--- config.mk ---
export PLATFORM = sky130hd
export DESIGN_NAME = num_editor
export DESIGN_NICKNAME = d
export VERILOG_FILES = /design/src/rtl/num_editor_pkg.sv /design/src/rtl/num_editor_btn_debounce.sv /design/src/rtl/num_editor.sv
export SDC_FILE = /design/constraint.sdc
export NUM_CORES = 1
export LEC_CHECK = 0
export CAP_MARGIN = 10
export CELL_PAD_IN_SITES_DETAIL_PLACEMENT = 1
export CELL_PAD_IN_SITES_GLOBAL_PLACEMENT = 1
export CORE_UTILIZATION = 43
export DETAILED_ROUTE_END_ITERATION = 7
export HOLD_SLACK_MARGIN = 0.03
export PLACE_DENSITY = 0.75
export SETUP_SLACK_MARGIN = 0.3
export SLEW_MARGIN = 20
export SYNTH_ARGS = -nofsm -noshare
export SYNTH_HDL_FRONTEND = slang
export SYNTH_SLANG_ARGS = --single-unit
--- constraint.sdc ---
create_clock -name clk -period 3.9 [get_ports clk]
set_clock_uncertainty 0.05 [all_clocks]
set_input_delay 0.39 -clock clk [delete_from_list [all_inputs] [get_ports clk]]
set_output_delay 0.39 -clock clk [all_outputs]
set_load 0.01 [all_outputs]
--- src/rtl/num_editor_pkg.sv ---
// Shared constants and helpers for the num_editor digit-entry block.
package num_editor_pkg;

    localparam int BTN_UP    = 0;
    localparam int BTN_DOWN  = 1;
    localparam int BTN_LEFT  = 2;
    localparam int BTN_RIGHT = 3;

    localparam logic [3:0] HEX_MAX = 4'hF;
    localparam logic [3:0] BCD_MAX = 4'd9;

    function automatic logic [3:0] digit_max(input logic bcd);
        return bcd ? BCD_MAX : HEX_MAX;
    endfunction

endpackage

--- src/rtl/num_editor_btn_debounce.sv ---
// One push-button path: 2-flop synchroniser, stability counter, registered press pulse.
module btn_debounce #(
    parameter int DEB_W = 20
) (
    input  logic clk,
    input  logic rst,
    input  logic raw,
    output logic stable,
    output logic press
);

    logic [1:0]       sync;
    logic [DEB_W-1:0] cnt;
    logic             stable_d;

    always_ff @(posedge clk or posedge rst) begin
        if (rst) begin
            sync     <= '0;
            cnt      <= '0;
            stable   <= 1'b0;
            stable_d <= 1'b0;
            press    <= 1'b0;
        end else begin
            sync <= {sync[0], raw};
            if (sync[1] == stable) begin
                cnt <= '0;
            end else if (cnt == {DEB_W{1'b1}}) begin
                stable <= sync[1];
                cnt    <= '0;
            end else begin
                cnt <= cnt + 1'b1;
            end
            // Press fires on the rising edge of the debounced level only.
            stable_d <= stable;
            press    <= stable & ~stable_d;
        end
    end

endmodule

--- src/rtl/num_editor.sv ---
// N-digit hex/BCD number editor driven by four debounced buttons and a one-hot cursor.
module num_editor
    import num_editor_pkg::*;
#(
    parameter int DIGITS = 4,
    parameter int DEB_W  = 20
) (
    input  logic                  clk,
    input  logic                  rst,
    input  logic [3:0]            btn,
    input  logic                  bcd,
    input  logic                  carry_en,
    input  logic                  clr,
    output logic [4*DIGITS-1:0]   num,
    output logic [DIGITS-1:0]     cursor,
    output logic                  changed
);

    logic [3:0] stable, press, evt;

    for (genvar b = 0; b < 4; b++) begin : g_btn
        btn_debounce #(.DEB_W(DEB_W)) u_deb (
            .clk    (clk),
            .rst    (rst),
            .raw    (btn[b]),
            .stable (stable[b]),
            .press  (press[b])
        );
    end

    // The press pulse always coincides with a high debounced level.
    assign evt = press & stable;

    logic [3:0]          dmax;
    logic [4*DIGITS-1:0] num_up, num_dn;

    assign dmax = digit_max(bcd);

    // Ripple chain: a digit steps if it is the cursor or the digit below wrapped with carry enabled.
    for (genvar i = 0; i < DIGITS; i++) begin : g_dig
        logic [3:0] d;
        logic       inc, dec;

        assign d = num[4*i +: 4];

        if (i == 0) begin : g_lsd
            assign inc = cursor[i];
            assign dec = cursor[i];
        end else begin : g_upper
            assign inc = cursor[i] | (carry_en & g_dig[i-1].inc & (g_dig[i-1].d >= dmax));
            assign dec = cursor[i] | (carry_en & g_dig[i-1].dec & (g_dig[i-1].d == 4'd0));
        end

        assign num_up[4*i +: 4] = !inc           ? d     :
                                  (d >= dmax)    ? 4'd0  : d + 4'd1;
        assign num_dn[4*i +: 4] = !dec           ? d     :
                                  (d == 4'd0)    ? dmax  :
                                  (d > dmax)     ? dmax  : d - 4'd1;
    end

    logic [4*DIGITS-1:0] num_n;
    logic [DIGITS-1:0]   cursor_n;
    logic                changed_n;

    always_comb begin
        num_n     = num;
        cursor_n  = cursor;
        changed_n = 1'b0;
        if (clr) begin
            num_n     = '0;
            cursor_n  = DIGITS'(1);
            changed_n = 1'b1;
        end else if (evt[BTN_UP]) begin
            num_n     = num_up;
            changed_n = 1'b1;
        end else if (evt[BTN_DOWN]) begin
            num_n     = num_dn;
            changed_n = 1'b1;
        end else if (evt[BTN_LEFT]) begin
            cursor_n  = (cursor << 1) | (cursor >> (DIGITS-1));
            changed_n = 1'b1;
        end else if (evt[BTN_RIGHT]) begin
            cursor_n  = (cursor >> 1) | (cursor << (DIGITS-1));
            changed_n = 1'b1;
        end
    end

    always_ff @(posedge clk or posedge rst) begin
        if (rst) begin
            num     <= '0;
            cursor  <= DIGITS'(1);
            changed <= 1'b0;
        end else begin
            num     <= num_n;
            cursor  <= cursor_n;
            changed <= changed_n;
        end
    end

endmodule

After elaboration in Yosys (flattened, before gate mapping)

Index checks and enable logic that the tools add are counted.

Flip-flop bits (word level): 121
Output and inout port bits: 21
Logic and storage cells: 153
Input port bits: 9

Reductions and logical operators: 18
Bitwise logic cells: 32
Multiplexer cells: 42
Order comparisons: 8
Add/subtract/negate cells: 12
Equal/unequal tests: 15

Operator list:

| cell                  | count |
|---|---|
| $mux 20               | 8 |
| $mux 4                | 25 |
| $add 20x1->20 const B | 4 |
| $eq 20x20->1 const B  | 4 |
| $mux 16               | 3 |
| $add 4x1->4 const B   | 4 |
| $ge 4x4->1            | 4 |
| $gt 4x4->1            | 4 |
| $logic_not 4->1       | 4 |
| $sub 4x1->4 const B   | 4 |
| $and 1x1->1           | 15 |
| $reduce_and 3->1      | 5 |
| $reduce_bool 3->1     | 5 |
| $ne 3x2->1 const B    | 3 |
| $not 1->1             | 8 |
| $reduce_and 2->1      | 4 |
| $ne 3x3->1 const B    | 2 |
| $or 1x1->1            | 6 |
| $mux 1                | 5 |
| $and 4x4->4           | 1 |
| $eq 1x1->1            | 4 |
| $ne 2x2->1 const B    | 2 |
| $or 3x4->4            | 1 |
| $or 4x1->4            | 1 |
| $mux 3                | 1 |

Logic depth before layout (Yosys ltp)

Word-level depth: 13
Depth in mapped cells: 9
Gate-level depth less buffers: 8

Hierarchy

From an unflattened synthesis, not the netlist that was laid out.

Cells, all modules: 730
Area total of the unflattened synthesis: 6945.4 sq um

Modules (own cells, without submodules):

| module       | cells each | area each (sq um) | times used | sequential area each (sq um) |
|---|---|---|---|---|
| btn_debounce | 118        | 1202.4            | 4          | 625.6 |
| num_editor   | 258        | 2135.8            | 1          | 526.8 |

Worst setup path before layout

No wires, ideal clock.

Kind: flip-flop to flip-flop
Start: register num[5]
End: register num[14]
Period minus slack after synthesis: 2.054 ns
Data required time: 3.700 ns
Stages on the path, launching flop included: 8
Setup time: 0.150 ns
Slack: 1.846 ns
Path buffers: 0
Arrival: 1.854 ns
Cells stage by stage: dfrtp_1 ha_1 a211oi_1 or3b_4 o21ai_1 o311ai_2 o21ai_1 o221ai_1

Longest elaborated chain between the ends: 8
Elaborated cells between the ends (all ways): 15
Those cells by class: 1 x order compare; 1 x eq/ne; 10 x bitwise; 3 x reduce/logical

Ends and longest elaborated chain:

| item                                                             | line                               | RTL |
|---|---|---|
| from (decl)                                                      | num_editor.sv:14                   | `output logic [4*DIGITS-1:0] num,` |
| from (signal assigned)                                           | num_editor.sv:94                   | `num <= num_n;` |
| $ge 4x4->1 or $logic_not 4->1 (tied branches)                    | num_editor.sv:50, num_editor.sv:51 |  |
| $and 1x1->1, on equally long branches                            | num_editor.sv:50, num_editor.sv:51 |  |
| $or 1x1->1, on equally long branches                             | num_editor.sv:50, num_editor.sv:51 |  |
| $and 1x1->1, on equally long branches (2 in a row)               | num_editor.sv:50, num_editor.sv:51 |  |
| $or 1x1->1, on equally long branches                             | num_editor.sv:50, num_editor.sv:51 |  |
| $ne 3x2->1 (no source line) or $reduce_bool 3->1 (tied branches) | -                                  |  |
| $reduce_and 3->1 (no source line) (*)                            | -                                  |  |

Every way passes the cells marked *; elsewhere a longest branch is shown, timed or not.
A chain may end at the register's enable or synchronous reset.

Worst setup path after layout

Start: input port bcd
End: register num[8]

Longest elaborated chain between the ends: 9
Elaborated cells between the ends (all ways): 20
Those cells by class: 4 x order compare; 1 x eq/ne; 9 x mux; 5 x bitwise; 1 x reduce/logical

Ends and longest elaborated chain:

| item                              | line                 | RTL |
|---|---|---|
| from (decl)                       | num_editor.sv:11     | `input logic bcd,` |
| $mux 3 (*)                        | num_editor_pkg.sv:13 | `return bcd ? BCD_MAX : HEX_MAX;` |
| $ge 4x4->1                        | num_editor.sv:50     | `assign inc = cursor[i] \| (carry_en & g_dig[i-1].inc & (g_dig[i-1].d >= dmax));` |
| $and 1x1->1                       | num_editor.sv:50     |  |
| $or 1x1->1                        | num_editor.sv:50     |  |
| $and 1x1->1 (2 in a row)          | num_editor.sv:50     |  |
| $or 1x1->1                        | num_editor.sv:50     |  |
| $ne 3x2->1 (no source line)       | -                    |  |
| $reduce_and 3->1 (no source line) | -                    |  |

Every way passes the cells marked *; elsewhere a longest branch is shown, timed or not. The select of a mux whose other input is x is not followed.

==> results.cfg <==
[global_route]
antenna_found_initial = 0
grt_pass1_wl_um = 27800
grt_max_degree = 47
grt_usage_pct = 22.3
grt_overflow = 0
grt_pass1_vias = 5742

[routing]
vias = 5100
wl_per_cell_um = 17.4
ant_nets = 0
dr.pass1.iters = 6
drc = 6
wirelength_um = 15800
via_per_inst = 5.64
drt_iter0_markers = 170

[yosys]
seq_area_frac_synth_pct = 46.7
synth_nets = 707
yosysWarningCount = 0
yosys_register_bits = 121
syn-instance-count = 678
synth_enable_flop_cells = 0
synth.distinct_cells = 68
ys.flop_type = dfrtp_1
ys_async_sr_fraction_pct = 100
netlist_area_um2 = 6480
synth.avg_cell_area_um2 = 9.56

[status]
violations = design-rule violations
outcome = complete, but fails checks

[die]
floorplan.core_area_um2 = 14600
io_pins = 30
die_x_um = 125
die_height_um = 125
initial_utilization_pct = 44.2
fp-row-count = 44
die_area_um2 = 15600

[pwr]
pwr_density_cell_nw_per_um2 = 470
peakVddDrop_v = 0.000286
p_comb_share_pct = 14.9
leakage_nw = 3.19
p_switching_mw = 0.973
clkPwrFrac_pct = 45.0
internal_power_mw = 2.55
p_seq_share_pct = 40.1
p_sw_share_pct = 27.6

[setup_path]
critical_path_required_ns = 4.19
cp_max_fo = 15
path_class = in -> reg
crit_chain = clkdlybuf4s50_1 > ha_1 > a211oi_1 > or3b_4 > nor3_2 > o31ai_2 > o21ai_0 > a21oi_1
cp_slowest_stage_delay_ns = 0.87
crit_arrival_ns = 2.99
critical_path.startpoint_type = primary input
crit_path_end_kind = flip-flop
r2r_slack_ns = 1.51
crit_path_top_delay_cell = clkdlybuf4s50_1

[sta]
rsz0062_at_grt = no
hold_violations = 0
whs_ns = 0.281
min_period_ns = 2.69
setup_slack_ns = 1.21
setup_viol = 0
max_freq_mhz = 371
relSlewSlack_pct = 52.7
tns_ns = 0
post-route-period-util_pct = 69.1
worst_pin_slew_ns = 0.709
final_max_slew_viol_count = 0

[placement]
gp_congestion = 0.844
place_area_um2 = 6880
portBuffers = 29
hpwlAfterDp_um = 10500
dp_cells = 872
dp_slack_ns = 0.779

[cts]
cts_root_buffer = clkbuf_16
htreeDepth = 4
cts_repair_resize_count = 0
clockBufferDepth = 2
cts_sinks = 121
clk_latency_ns = 0.42
post_cts_buffers = 0
cts_made_buffers = 17
holdBufCountCts = 0
path_clk_slew_ns = 0.06
cts_tree = yes

[run]
maxCapViolCount = 0

[cells_and_area]
fin_nets = 737
drive_gt1_share_pct = 8.75
diodes = 0
fillers = 1627
instances_no_fill = 904
final_cell_mix = nor2_1, dfrtp_1, nand3_1, nand2_1, xnor2_1
finalInstanceArea_um2 = 7500
final_common_cell = nor2_1
syn_to_final_growth_pct = 15.7

[hold_path]
min_path_type = in -> async
area by class of cell:
cell class | instances | area (um^2) | area share, %
timing repair buffer | 34 | 353 | 4.71
clock buffer | 21 | 480 | 6.41
clock inverter | 10 | 119 | 1.59
multi-input combinational | 508 | 3180 | 42.5
tap | 184 | 230 | 3.07
sequential | 121 | 3030 | 40.4
inverter | 26 | 101 | 1.35
power by group through the flow:
stage	clock network [mW]	logic (mW)	registers (mW)
floorplan	0	0.357	1.41
global placement	0	0.490	1.43
detailed placement	0	0.516	1.43
CTS	1.63	0.526	1.41
global route	1.67	0.585	1.43
finish	1.59	0.527	1.41
registers in the layout, indices dropped and copies added, names as in the netlist:
| name | cells |
|---|---|
| g_btn.u_deb.cnt | 80 |
| num | 16 |
| g_btn.u_deb.stable | 4 |
| g_btn.u_deb.sync | 8 |
| g_btn.u_deb.stable_d | 4 |
| changed | 1 |
| g_btn.u_deb.press | 4 |
| cursor | 4 |
logic make-up after synthesis:
group                    share of synthesized area (%)
AO/OA/AOI/OAI                                     11.0
XOR/XNOR                                          10.1
adder cells (fa/ha/maj)                           3.86
buffers and inverters                             4.11
flip-flops                                        46.7
multiplexers                                      1.16
AND/OR/NAND/NOR                                   22.9
metal layers:
layer / wire length [um] / track usage, % / up-vias
met5: 0 / 0 / -
met2: 8330 / 40.2 / 83
li1: - / - / 2419
met4: 218 / 8.42 / 0
met1: 6750 / 26.0 / 2578
met3: 466 / 4.73 / 20
metrics by stage:
stage          power, mW  util (%)
2_1_floorplan       1.76         -
3_3_place_gp        1.92      47.0
3_5_place_dp        1.95      47.0
4_1_cts             3.56      51.1
5_1_grt             3.68      51.2
6_report            3.53      51.2
worst max-delay path, delay by kind of cell:
family / cells / cell delay, ns
buffers and inverters: 1 / 0.87
AND/OR/NAND/NOR: 2 / 0.26
adder cells (fa/ha/maj): 1 / 0.35
AO/OA/AOI/OAI: 4 / 1.10
cells in the mapped netlist (all sizes together) (2+ instances only):
cell type / count / area share, %
a211o: 2 / 0.27
a211oi: 6 / 0.70
a21o: 5 / 0.58
a21oi: 23 / 1.8
a221oi: 5 / 0.77
a22oi: 2 / 0.23
a311oi: 7 / 0.95
a31oi: 4 / 0.39
and2: 7 / 0.68
and3: 12 / 1.2
and4: 6 / 0.81
and4bb: 2 / 0.39
buf: 15 / 2.1
clkbuf: 8 / 0.48
dfrtp: 120 / 46
ha: 20 / 3.9
inv: 26 / 1.5
mux2: 4 / 0.70
mux2i: 3 / 0.46
nand2: 42 / 2.5
nand2b: 6 / 0.58
nand3: 46 / 3.6
nand3b: 2 / 0.23
nand4: 16 / 1.8
nor2: 126 / 7.3
nor2b: 7 / 0.68
nor3: 15 / 1.3
nor3b: 4 / 0.54
o211ai: 2 / 0.23
o21ai: 28 / 2.2
o31ai: 7 / 0.97
o41ai: 3 / 0.52
or2: 4 / 0.39
or3: 3 / 0.29
or4: 2 / 0.23
xnor2: 38 / 5.1
xor2: 37 / 5.0
worst paths after layout:
kind                                                   from                               end  cells past startpoint
max in group asynchronous                               rst             cursor[0]$_DFFE_PP1P_                      4
min                                                     rst  g_btn[2].u_deb.cnt[10]$_DFF_PP0_                      2
max                                                     bcd                num[8]$_DFFE_PP0P_                      8
max reg2reg                              num[8]$_DFFE_PP0P_               num[14]$_DFFE_PP0P_                      8
min in group clk           g_btn[1].u_deb.sync[0]$_DFF_PP0_  g_btn[1].u_deb.sync[1]$_DFF_PP0_                      0
min reg2reg                g_btn[1].u_deb.sync[0]$_DFF_PP0_  g_btn[1].u_deb.sync[1]$_DFF_PP0_                      0
Power figures use the tool's default switching activity.
